==> config.mk <==
export PLATFORM = sky130hd
export DESIGN_NAME = trace_plotter_flat
export DESIGN_NICKNAME = d
export VERILOG_FILES = /design/src/rtl/trace_plotter_if.sv /design/src/rtl/trace_plotter.sv /design/src/flat_wrapper.sv
export SDC_FILE = /design/constraint.sdc
export NUM_CORES = 1
export LEC_CHECK = 0
export ABC_AREA = 1
export ABC_CLOCK_PERIOD_IN_PS = 1800
export CORE_MARGIN = 3
export CORE_UTILIZATION = 40
export CTS_CLUSTER_DIAMETER = 150
export CTS_CLUSTER_SIZE = 8
export DETAILED_ROUTE_END_ITERATION = 6
export GPL_TIMING_DRIVEN = 0
export HOLD_SLACK_MARGIN = 0.06
export PLACE_DENSITY = 0.67
export SYNTH_ARGS = -nofsm -noshare
export SYNTH_HDL_FRONTEND = slang
export SYNTH_SLANG_ARGS = --single-unit
==> constraint.sdc <==
create_clock -name CLOCK_50 -period 1.8 [get_ports CLOCK_50]
set_input_delay 0.36 -clock CLOCK_50 [delete_from_list [all_inputs] [get_ports CLOCK_50]]
set_output_delay 0.36 -clock CLOCK_50 [all_outputs]
set_load 0.02 [all_outputs]
==> src/rtl/trace_plotter_if.sv <==
// Pixel write port between the trace plotter and the VGA frame-buffer arbiter.
// A write is presented on wr_req/wr_x/wr_y/wr_data and completes on the
// rising clock edge where wr_ack is sampled high.
interface trace_plotter_if;
  logic       wr_req;
  logic [9:0] wr_x;
  logic [8:0] wr_y;
  logic [7:0] wr_data;
  logic       wr_ack;

  modport master (output wr_req, wr_x, wr_y, wr_data, input wr_ack);
  modport slave  (input wr_req, wr_x, wr_y, wr_data, output wr_ack);
endinterface

==> src/rtl/trace_plotter.sv <==
// Scrolling dual-trace plotter: decimates the integrator position stream,
// maps x1/x2 to screen rows, and for each kept sample erases one VGA column,
// plots both traces into it and advances to the next column.
module trace_plotter #(
  parameter int          H_RES      = 640,
  parameter int          V_RES      = 480,
  parameter int          DECIM      = 64,
  parameter int          SCALE_LOG2 = 7,
  parameter int          Y1_CENTER  = 120,
  parameter int          Y2_CENTER  = 360,
  parameter logic [7:0]  COLOR1     = 8'hE0,
  parameter logic [7:0]  COLOR2     = 8'h1C,
  parameter logic [7:0]  BG         = 8'h00
) (
  input  logic                CLOCK_50,
  input  logic                reset,
  input  logic                sample_valid,
  input  logic signed [17:0]  x1,
  input  logic signed [17:0]  x2,
  trace_plotter_if.master     wr,
  output logic [9:0]          vga_xCoord,
  output logic                busy,
  output logic                overrun,
  output logic                frame_wrap
);

  localparam int unsigned        SHIFT = 16 - SCALE_LOG2;
  localparam int                 DCW   = (DECIM > 1) ? $clog2(DECIM) : 1;
  localparam logic [DCW-1:0]     DLAST = DCW'(DECIM - 1);
  localparam logic [9:0]         XLAST = 10'(H_RES - 1);
  localparam logic [8:0]         YLAST = 9'(V_RES - 1);
  localparam logic signed [19:0] YMAX  = 20'(V_RES - 1);
  localparam logic signed [19:0] C1    = 20'(Y1_CENTER);
  localparam logic signed [19:0] C2    = 20'(Y2_CENTER);

  typedef enum logic [2:0] {
    S_IDLE,
    S_CLEAR,
    S_PLOT1,
    S_PLOT2,
    S_ADVANCE
  } state_e;

  state_e           state_q, state_d;
  logic [DCW-1:0]   dcnt_q, dcnt_d;
  logic [8:0]       y1_q, y1_d;
  logic [8:0]       y2_q, y2_d;
  logic             wr_req_q, wr_req_d;
  logic [9:0]       wr_x_q, wr_x_d;
  logic [8:0]       wr_y_q, wr_y_d;
  logic [7:0]       wr_data_q, wr_data_d;
  logic [9:0]       xcoord_q, xcoord_d;
  logic             busy_q, busy_d;
  logic             overrun_q, overrun_d;
  logic             frame_wrap_q, frame_wrap_d;
  logic             keep;
  logic             accept;

  // Scale a 2.16 position to a screen row around the trace centre, clamped
  // to the visible rows.
  function automatic logic [8:0] map_row(input logic signed [17:0] x,
                                         input logic signed [19:0] center);
    logic signed [19:0] xe;
    logic signed [19:0] off;
    logic signed [19:0] y;
    xe  = {{2{x[17]}}, x};
    off = xe >>> SHIFT;
    y   = center - off;
    if (y[19])         map_row = '0;
    else if (y > YMAX) map_row = YLAST;
    else               map_row = y[8:0];
  endfunction

  // Next-state logic: decimation, capture, column write sequencing.
  always_comb begin
    state_d      = state_q;
    dcnt_d       = dcnt_q;
    y1_d         = y1_q;
    y2_d         = y2_q;
    wr_req_d     = wr_req_q;
    wr_x_d       = wr_x_q;
    wr_y_d       = wr_y_q;
    wr_data_d    = wr_data_q;
    xcoord_d     = xcoord_q;
    overrun_d    = overrun_q;
    frame_wrap_d = 1'b0;

    keep = sample_valid && (dcnt_q == DLAST);
    // ADVANCE is about to return to IDLE, so a sample landing there is
    // taken as if the block were already idle.
    accept = keep && ((state_q == S_IDLE) || (state_q == S_ADVANCE));

    if (sample_valid) begin
      if (keep) dcnt_d = '0;
      else      dcnt_d = dcnt_q + 1'b1;
    end
    if (keep && !accept) overrun_d = 1'b1;

    case (state_q)
      S_CLEAR: begin
        if (wr.wr_ack) begin
          if (wr_y_q == YLAST) begin
            state_d   = S_PLOT1;
            wr_y_d    = y1_q;
            wr_data_d = COLOR1;
          end else begin
            wr_y_d = wr_y_q + 1'b1;
          end
        end
      end
      S_PLOT1: begin
        if (wr.wr_ack) begin
          state_d   = S_PLOT2;
          wr_y_d    = y2_q;
          wr_data_d = COLOR2;
        end
      end
      S_PLOT2: begin
        if (wr.wr_ack) begin
          state_d  = S_ADVANCE;
          wr_req_d = 1'b0;
        end
      end
      S_ADVANCE: begin
        state_d = S_IDLE;
        if (xcoord_q == XLAST) begin
          xcoord_d     = '0;
          frame_wrap_d = 1'b1;
        end else begin
          xcoord_d = xcoord_q + 1'b1;
        end
      end
      default: ;
    endcase

    if (accept) begin
      state_d   = S_CLEAR;
      y1_d      = map_row(x1, C1);
      y2_d      = map_row(x2, C2);
      wr_req_d  = 1'b1;
      wr_x_d    = xcoord_d;
      wr_y_d    = '0;
      wr_data_d = BG;
    end

    busy_d = (state_d != S_IDLE);
  end

  // State and registered outputs, asynchronously cleared.
  always_ff @(posedge CLOCK_50 or negedge reset) begin
    if (!reset) begin
      state_q      <= S_IDLE;
      dcnt_q       <= '0;
      y1_q         <= '0;
      y2_q         <= '0;
      wr_req_q     <= 1'b0;
      wr_x_q       <= '0;
      wr_y_q       <= '0;
      wr_data_q    <= '0;
      xcoord_q     <= '0;
      busy_q       <= 1'b0;
      overrun_q    <= 1'b0;
      frame_wrap_q <= 1'b0;
    end else begin
      state_q      <= state_d;
      dcnt_q       <= dcnt_d;
      y1_q         <= y1_d;
      y2_q         <= y2_d;
      wr_req_q     <= wr_req_d;
      wr_x_q       <= wr_x_d;
      wr_y_q       <= wr_y_d;
      wr_data_q    <= wr_data_d;
      xcoord_q     <= xcoord_d;
      busy_q       <= busy_d;
      overrun_q    <= overrun_d;
      frame_wrap_q <= frame_wrap_d;
    end
  end

  assign wr.wr_req   = wr_req_q;
  assign wr.wr_x     = wr_x_q;
  assign wr.wr_y     = wr_y_q;
  assign wr.wr_data  = wr_data_q;
  assign vga_xCoord  = xcoord_q;
  assign busy        = busy_q;
  assign overrun     = overrun_q;
  assign frame_wrap  = frame_wrap_q;

endmodule

==> src/flat_wrapper.sv <==
// flat-port wrapper written by rule: the top's interface ports become plain ports
module trace_plotter_flat 
#(
  parameter int          H_RES      = 640,
  parameter int          V_RES      = 480,
  parameter int          DECIM      = 64,
  parameter int          SCALE_LOG2 = 7,
  parameter int          Y1_CENTER  = 120,
  parameter int          Y2_CENTER  = 360,
  parameter logic [7:0]  COLOR1     = 8'hE0,
  parameter logic [7:0]  COLOR2     = 8'h1C,
  parameter logic [7:0]  BG         = 8'h00
)
  (CLOCK_50, reset, sample_valid, x1, x2, vga_xCoord, busy, overrun, frame_wrap, wr_wr_req, wr_wr_x, wr_wr_y, wr_wr_data, wr_wr_ack);
  trace_plotter_if wr_i ();
  input  logic CLOCK_50;
  input  logic reset;
  input  logic sample_valid;
  input  logic signed [17:0] x1;
  input  logic signed [17:0] x2;
  output logic [9:0] vga_xCoord;
  output logic busy;
  output logic overrun;
  output logic frame_wrap;
  output wire logic [$bits(wr_i.wr_req)-1:0] wr_wr_req;
  output wire logic [$bits(wr_i.wr_x)-1:0] wr_wr_x;
  output wire logic [$bits(wr_i.wr_y)-1:0] wr_wr_y;
  output wire logic [$bits(wr_i.wr_data)-1:0] wr_wr_data;
  input wire logic [$bits(wr_i.wr_ack)-1:0] wr_wr_ack;
  assign wr_wr_req = wr_i.wr_req;
  assign wr_wr_x = wr_i.wr_x;
  assign wr_wr_y = wr_i.wr_y;
  assign wr_wr_data = wr_i.wr_data;
  assign wr_i.wr_ack = wr_wr_ack;
  trace_plotter #(.H_RES(H_RES), .V_RES(V_RES), .DECIM(DECIM), .SCALE_LOG2(SCALE_LOG2), .Y1_CENTER(Y1_CENTER), .Y2_CENTER(Y2_CENTER), .COLOR1(COLOR1), .COLOR2(COLOR2), .BG(BG)) u_core (.CLOCK_50(CLOCK_50), .reset(reset), .sample_valid(sample_valid), .x1(x1), .x2(x2), .wr(wr_i), .vga_xCoord(vga_xCoord), .busy(busy), .overrun(overrun), .frame_wrap(frame_wrap));
endmodule
* Word level (Yosys, flattened, before mapping)
Cells that the tools add are included.
** Cells by class
- Add/subtract/negate cells :: 5
- $lt $le $gt $ge :: 2
- Equality and inequality tests :: 10
- Muxes and demuxes :: 28
- Reductions and logical operators :: 13
** Operators with widths (number)
- two-way mux 9 bit :: 8
- greater-than comparator 20 x 10 -> 1 bit, second input constant :: 2
- two-way mux 8 bit :: 4
- two-way mux 10 bit :: 2
- one-hot mux 9 bit (2 select lines) :: 1
- one-hot mux 8 bit (2 select lines) :: 1
- two-way mux 3 bit :: 5
- one-hot mux 3 bit (4 select lines) :: 1
- subtractor 10 x 9 -> 11 bit, first input constant :: 1
- adder 10 x 1 -> 10 bit, second input constant :: 1
- == test 10 bit, second input constant :: 1
- subtractor 8 x 9 -> 10 bit, first input constant :: 1
- adder 9 x 1 -> 9 bit, second input constant :: 1
- == test 9 bit, second input constant :: 1
- adder 6 x 1 -> 6 bit, second input constant :: 1
- == test 3 x 2 -> 1 bit, second input constant :: 2
- == test 6 bit, second input constant :: 1
- two-way mux 6 bit :: 1
- inequality test 3 x 2 -> 1 bit, second input constant :: 2
- nonzero test 3 bit :: 2
- two-way mux 1 bit :: 5
- AND reduction 4 bit :: 1
- nonzero test 2 bit :: 2
- == test 3 x 1 -> 1 bit, second input constant :: 1
- other kinds (8) :: 10
** Word-level totals
- Register bits :: 68
- Bits of input ports :: 40
- Output and inout port bits :: 41
- Word-level logic and storage cells :: 70

* Longest topological paths before layout
- Word-level depth :: 6
- Gate-level depth with buffers :: 13
- Mapped depth without buffers :: 13

* Worst setup path before layout
OpenSTA, ideal clock, no wires.
- Path type :: register to register
- From :: reg u_core.wr_y_q[1] (netlist: u_core.wr.wr_y[1])
- To :: reg u_core.busy_q (netlist: u_core.busy)
- Setup time :: 124 ps
- Data arrival time :: 1543 ps
- Required time :: 1676 ps
- Slack :: 133 ps
- Stages on the path, launching flop included :: 11
- Buffers on the path :: 0
- Period minus slack after synthesis :: 1667 ps
- Cells stage by stage :: dfrtp_1 ha_1 nand3_1 nor2_2 nand2_2 nand2_1 o211ai_1 nor2_1 inv_1 nor2_1 nand2_1
** On the way
- Cells in the longest elaborated chain, start to end :: 6
** RTL lines
- start: declaration :: RTL line trace_plotter.sv:50 : logic [8:0] wr_y_q, wr_y_d;
- start signal: assignment :: RTL line trace_plotter.sv:171 : wr_y_q <= wr_y_d;
- == test 9 bit :: RTL line trace_plotter.sv:102 : if (wr_y_q == YLAST) begin
- two-way mux 3 bit :: RTL line trace_plotter.sv:102
- two-way mux 3 bit :: RTL line trace_plotter.sv:101 : if (wr.wr_ack) begin
- one-hot mux 3 bit (4 select lines) :: RTL line trace_plotter.sv:99 : case (state_q)
- two-way mux 3 bit :: RTL line trace_plotter.sv:136 : if (accept) begin
- named net u_core.state_d[0] :: RTL line trace_plotter.sv:44 : state_e state_q, state_d;
- nonzero test 3 bit :: RTL line trace_plotter.sv:146 : busy_d = (state_d != S_IDLE);
- named net u_core.busy_d :: RTL line trace_plotter.sv:53 : logic busy_q, busy_d;
- end signal: assignment :: RTL line trace_plotter.sv:174 : busy_q <= busy_d;
- end: declaration :: RTL line trace_plotter.sv:53
The timed path passes the listed nets, and every way through them passes these cells.
A chain may end at the register's enable or synchronous reset.

* Worst setup path after layout
- From :: reg u_core.wr_y_q[7] (netlist: u_core.wr.wr_y[7])
- To :: out wr_wr_y[7]
** RTL lines
- end: declaration :: RTL line flat_wrapper.sv:27 : output wire logic [$bits(wr_i.wr_y)-1:0] wr_wr_y;
No word-level cell between the ends.

==> metrics.csv <==
stage;metric;value;unit
power_and_ir_drop;internal_power;0.00329;W
worst_setup_path;crit_path_max_incr_delay;630;ps
timing;rsz0062_at_grt;yes;
place;placed_cell_area;0.00414;mm²
clock_network;cts_buffers;9;
logic_synthesis;ys_seq_area_frac;0.458;
floorplan;initial_core_util;0.425;
timing;hold_violations;0;
timing;min_period_over_period;0.966;
drt;dr.pass1.iters;4;
timing;fin_crit;1740;ps
worst_setup_path;r2r_end;u_core.wr.wr_y[2];
floorplan;die_area;0.00961;mm²
grt;first_global_vias;2718;
layout;fillers;752;
power_and_ir_drop;netSwitchingFraction;0.393;
logic_synthesis;synth_top_family_by_area;simple AND/OR/NAND/NOR gates;
worst_setup_path;ff2ff_path_depth;10;
power_and_ir_drop;p_switching;0.00213;W
drt;ant_nets;0;
worst_hold_path;min-delay-start;x2[9];
power_and_ir_drop;power_density;1210;mW/mm²
floorplan;io_pins;81;
layout;design_area;0.00447;mm²
status;outcome;completed;
worst_setup_path;arrival;1380;ps
logic_synthesis;netlist_area;0.00339;mm²
grt;grt_overflow;0;
power_and_ir_drop;p_clk_frac;0.207;
timing;hold_slack;429;ps
timing;setup_violations;0;
clock_network;clk_latency;340;ps
worst_setup_path;critPathKind;reg2out;
grt;antenna_found_initial;0;
grt;grt_start_max_net_pins;41;
drt;avgViaCountPerCell;4.86;
worst_setup_path;cp_max_fo;4;
flow_run;drv_cap;0;
logic_synthesis;synth_mux_area_frac;0.00332;
worst_setup_path;cp_top_family;buffers and inverters;
floorplan;die_h;98.1;µm
power_and_ir_drop;power_frac_seq;0.393;
clock_network;htree_levels;3;
drt;drt_iter0_markers;131;
worst_setup_path;crit_cells;1;
power_and_ir_drop;comb_power_share;0.399;
logic_synthesis;synth_compound_area_frac;0.0938;
layout;layout-drive-gt1-share;0.133;
floorplan;rows;32;
grt;grt_pass1_wl;12.8;mm
clock_network;cts.sinks;62;
worst_setup_path;crit_buf_inv;1;
place;dp.final_hpwl;5.81;mm
worst_setup_path;worstReg2RegStart;u_core.dcnt_q[1];
drt;vias;3048;
place;gp_congestion;0.872;
worst_hold_path;min_to;u_core.y2_q[0];
layout;num_antenna_cells;0;
worst_setup_path;path_cells;clkdlybuf4s50_1;
logic_synthesis;postSynthAreaPerCell;7.74;µm²
worst_hold_path;hold_class;in2reg;
worst_hold_path;min_delay_path_depth;5;
worst_setup_path;critPathLaunchType;flip-flop;
power_and_ir_drop;finalPower;0.00541;W
drt;route.detailed.drc;0;
timing;relSlewSlack;0.644;
layout;final_nets;565;
logic_synthesis;synth_top_area_share;0.458;
power_and_ir_drop;peakVddDrop;0.000622;V
clock_network;cts_tree;built;
drt;routed_wl;7.73;mm
worst_setup_path;endpoint_kind;output pin;
timing;max_freq;575;MHz
logic_synthesis;synth_warnings;0;
logic_synthesis;synth-adder-area-share;0.0185;
logic_synthesis;synth_area_leader_cell;dfrtp_1;
power_and_ir_drop;p_leak;2.35;nW
layout;postLayoutCoreUtil;0.561;
floorplan;coreArea;0.00797;mm²
clock_network;clk_pin_slew_worst_paths;80;ps
logic_synthesis;ys_ff_latch;62;
logic_synthesis;synth.area.top_cells;dfrtp_1 (46%), nand2_1 (15%), nand3_1 (5.9%);
logic_synthesis;synth-simple-area-share;0.301;
worst_setup_path;crit_required;1440;ps
logic_synthesis;synth.distinct_cells;36;
drt;wl_per_cell;12.3;µm
layout;syn_to_final_growth;31.9;%
worst_setup_path;ff2ff_setup_slack;80;ps
worst_setup_path;crit_slowest_cell;clkdlybuf4s50_1;
logic_synthesis;synth_xor_area_frac;0.0388;
timing;drv_slew;0;
clock_network;ctsLongestPathBuffers;2;
place;io_buffer_count;60;
timing;tightest_slew;534;ps
clock_network;cts_root_buf;clkbuf_8;
timing;skew;12.6;ps
grt;grt_use_total;0.162;
floorplan;dieWidth;98.1;µm
logic_synthesis;syn_inst;438;
==> layer usage <==
layer | vias up | part of all wire | track usage
li1 | 1572 | - | -
met1 | 1399 | 0.48 | 0.232
met5 | - | 0 | 0
met4 | 0 | 0.018 | 0.0650
met2 | 65 | 0.45 | 0.248
met3 | 12 | 0.046 | 0.0229
==> placed cells by master (no fill, tap or decap), types with 2 or more instances in the layout <==
master           count
nand2_1            127
a21oi_1             13
nor2_1              30
buf_2                3
o22ai_1              5
o21ai_1              2
a31oi_1              2
clkinv_4             2
nor3_1               4
clkbuf_8            10
buf_6                2
nor2_4               3
clkinv_2             2
inv_6                3
xor2_1              13
nand4_1              4
nand3b_1             2
conb_1               2
nand2_2              9
dlymetal6s2s_1       8
nor2_2               6
ha_2                 3
dlygate4sd2_1        6
o211ai_1             3
or2_2                2
nand3_1             39
inv_1               50
nand2_4              2
o21ai_0             29
xnor2_1              2
ha_1                 2
buf_4               14
dfrtp_1             62
clkdlybuf4s50_1     45
==> synthesized netlist by cell type, drive strengths merged <==
| cell | n |
|---|---|
| a21boi | 1 |
| a21o | 1 |
| a21oi | 13 |
| a31oi | 2 |
| and3 | 1 |
| buf | 12 |
| clkbuf | 1 |
| conb | 1 |
| dfrtp | 62 |
| ha | 5 |
| inv | 51 |
| mux2 | 1 |
| nand2 | 138 |
| nand3 | 40 |
| nand3b | 2 |
| nand4 | 5 |
| nor2 | 40 |
| nor3 | 4 |
| o211ai | 3 |
| o21ai | 31 |
| o21bai | 1 |
| o221ai | 1 |
| o22ai | 5 |
| or2 | 2 |
| xnor2 | 2 |
| xor2 | 13 |
==> final cells by class <==
cell class / instances / area [µm²] / share of cell area
Multi-Input combinational cell: 313 / 1610 / 0.360
Sequential cell: 62 / 1550 / 0.347
Timing Repair Buffer: 70 / 698 / 0.156
Inverter: 51 / 196 / 0.0439
Clock buffer: 10 / 138 / 0.0308
Tap cell: 102 / 128 / 0.0285
Buffer: 13 / 104 / 0.0232
Clock inverter: 6 / 45.0 / 0.0101
==> worst max-delay path by stage <==
stage	from	end
3_5_place_dp	sample_valid	u_core.wr.wr_y[2]
4_1_cts	u_core.wr.wr_y[3]	wr_wr_y[3]
3_3_place_gp	reset	u_core.dcnt_q[2]
5_1_grt	u_core.wr.wr_y[0]	u_core.busy
2_1_floorplan	u_core.wr.wr_y[1]	u_core.busy
6_report	u_core.wr.wr_y[7]	wr_wr_y[7]
==> power by group through the flow <==
stage               Combinational [W]  Sequential (W)  Clock, W
global placement              0.00206         0.00215         0
detailed placement            0.00210         0.00215         0
CTS                           0.00209         0.00213   0.00114
finish                        0.00216         0.00213   0.00112
global route                  0.00238         0.00218   0.00121
floorplan                     0.00109         0.00232         0
==> metrics by stage <==
stage | worst slack, ps | cells | TNS [ps]
2_1_floorplan | 133 | 439 | 0
3_3_place_gp | -1650 | 601 | -114580
3_5_place_dp | -410 | 602 | -12920
4_1_cts | 8.37 | 621 | 0
5_1_grt | -47.0 | 627 | -82.9
6_report | 61.4 | 627 | 0
==> kinds of logic after synthesis <==
family                     count (synthesis)
AOI/OAI and AO/OA                         58
other                                      1
DFF                                       62
buffers and inverters                     64
xor gates and xnor gates                  15
and+or+nand+nor                          232
muxes                                      1
adders and majority gates                  5
==> worst reg2reg max path, stage by stage (launching register included) <==
cell	delay [ps]
dfrtp_1	400
ha_2	190
and3_4	210
nand4_4	150
nor2_8	170
inv_6	60
buf_8	140
nand2_2	90
nand2_1	70
nand3_1	80
nand2_1	50
==> timing repair <==
item                                    4_1_cts  5_1_grt
resized for setup                             8       31
buffers inserted                              2        6
endpoints found under the setup margin       17       34
endpoints found under the hold margin        22        0
pin swaps                                     1        6
hold buffers                                  1        0
==> registers in the layout, summed over array words and instances, names as in the netlist, 2 cells and up <==
name	cells
u_core.vga_xCoord	10
u_core.wr.wr_x	10
u_core.wr.wr_y	9
u_core.y1_q	9
u_core.y2_q	9
u_core.dcnt_q	6
u_core.state_q	3
u_core.wr.wr_data	2
No activity file was read; power rests on OpenSTA's default activity.
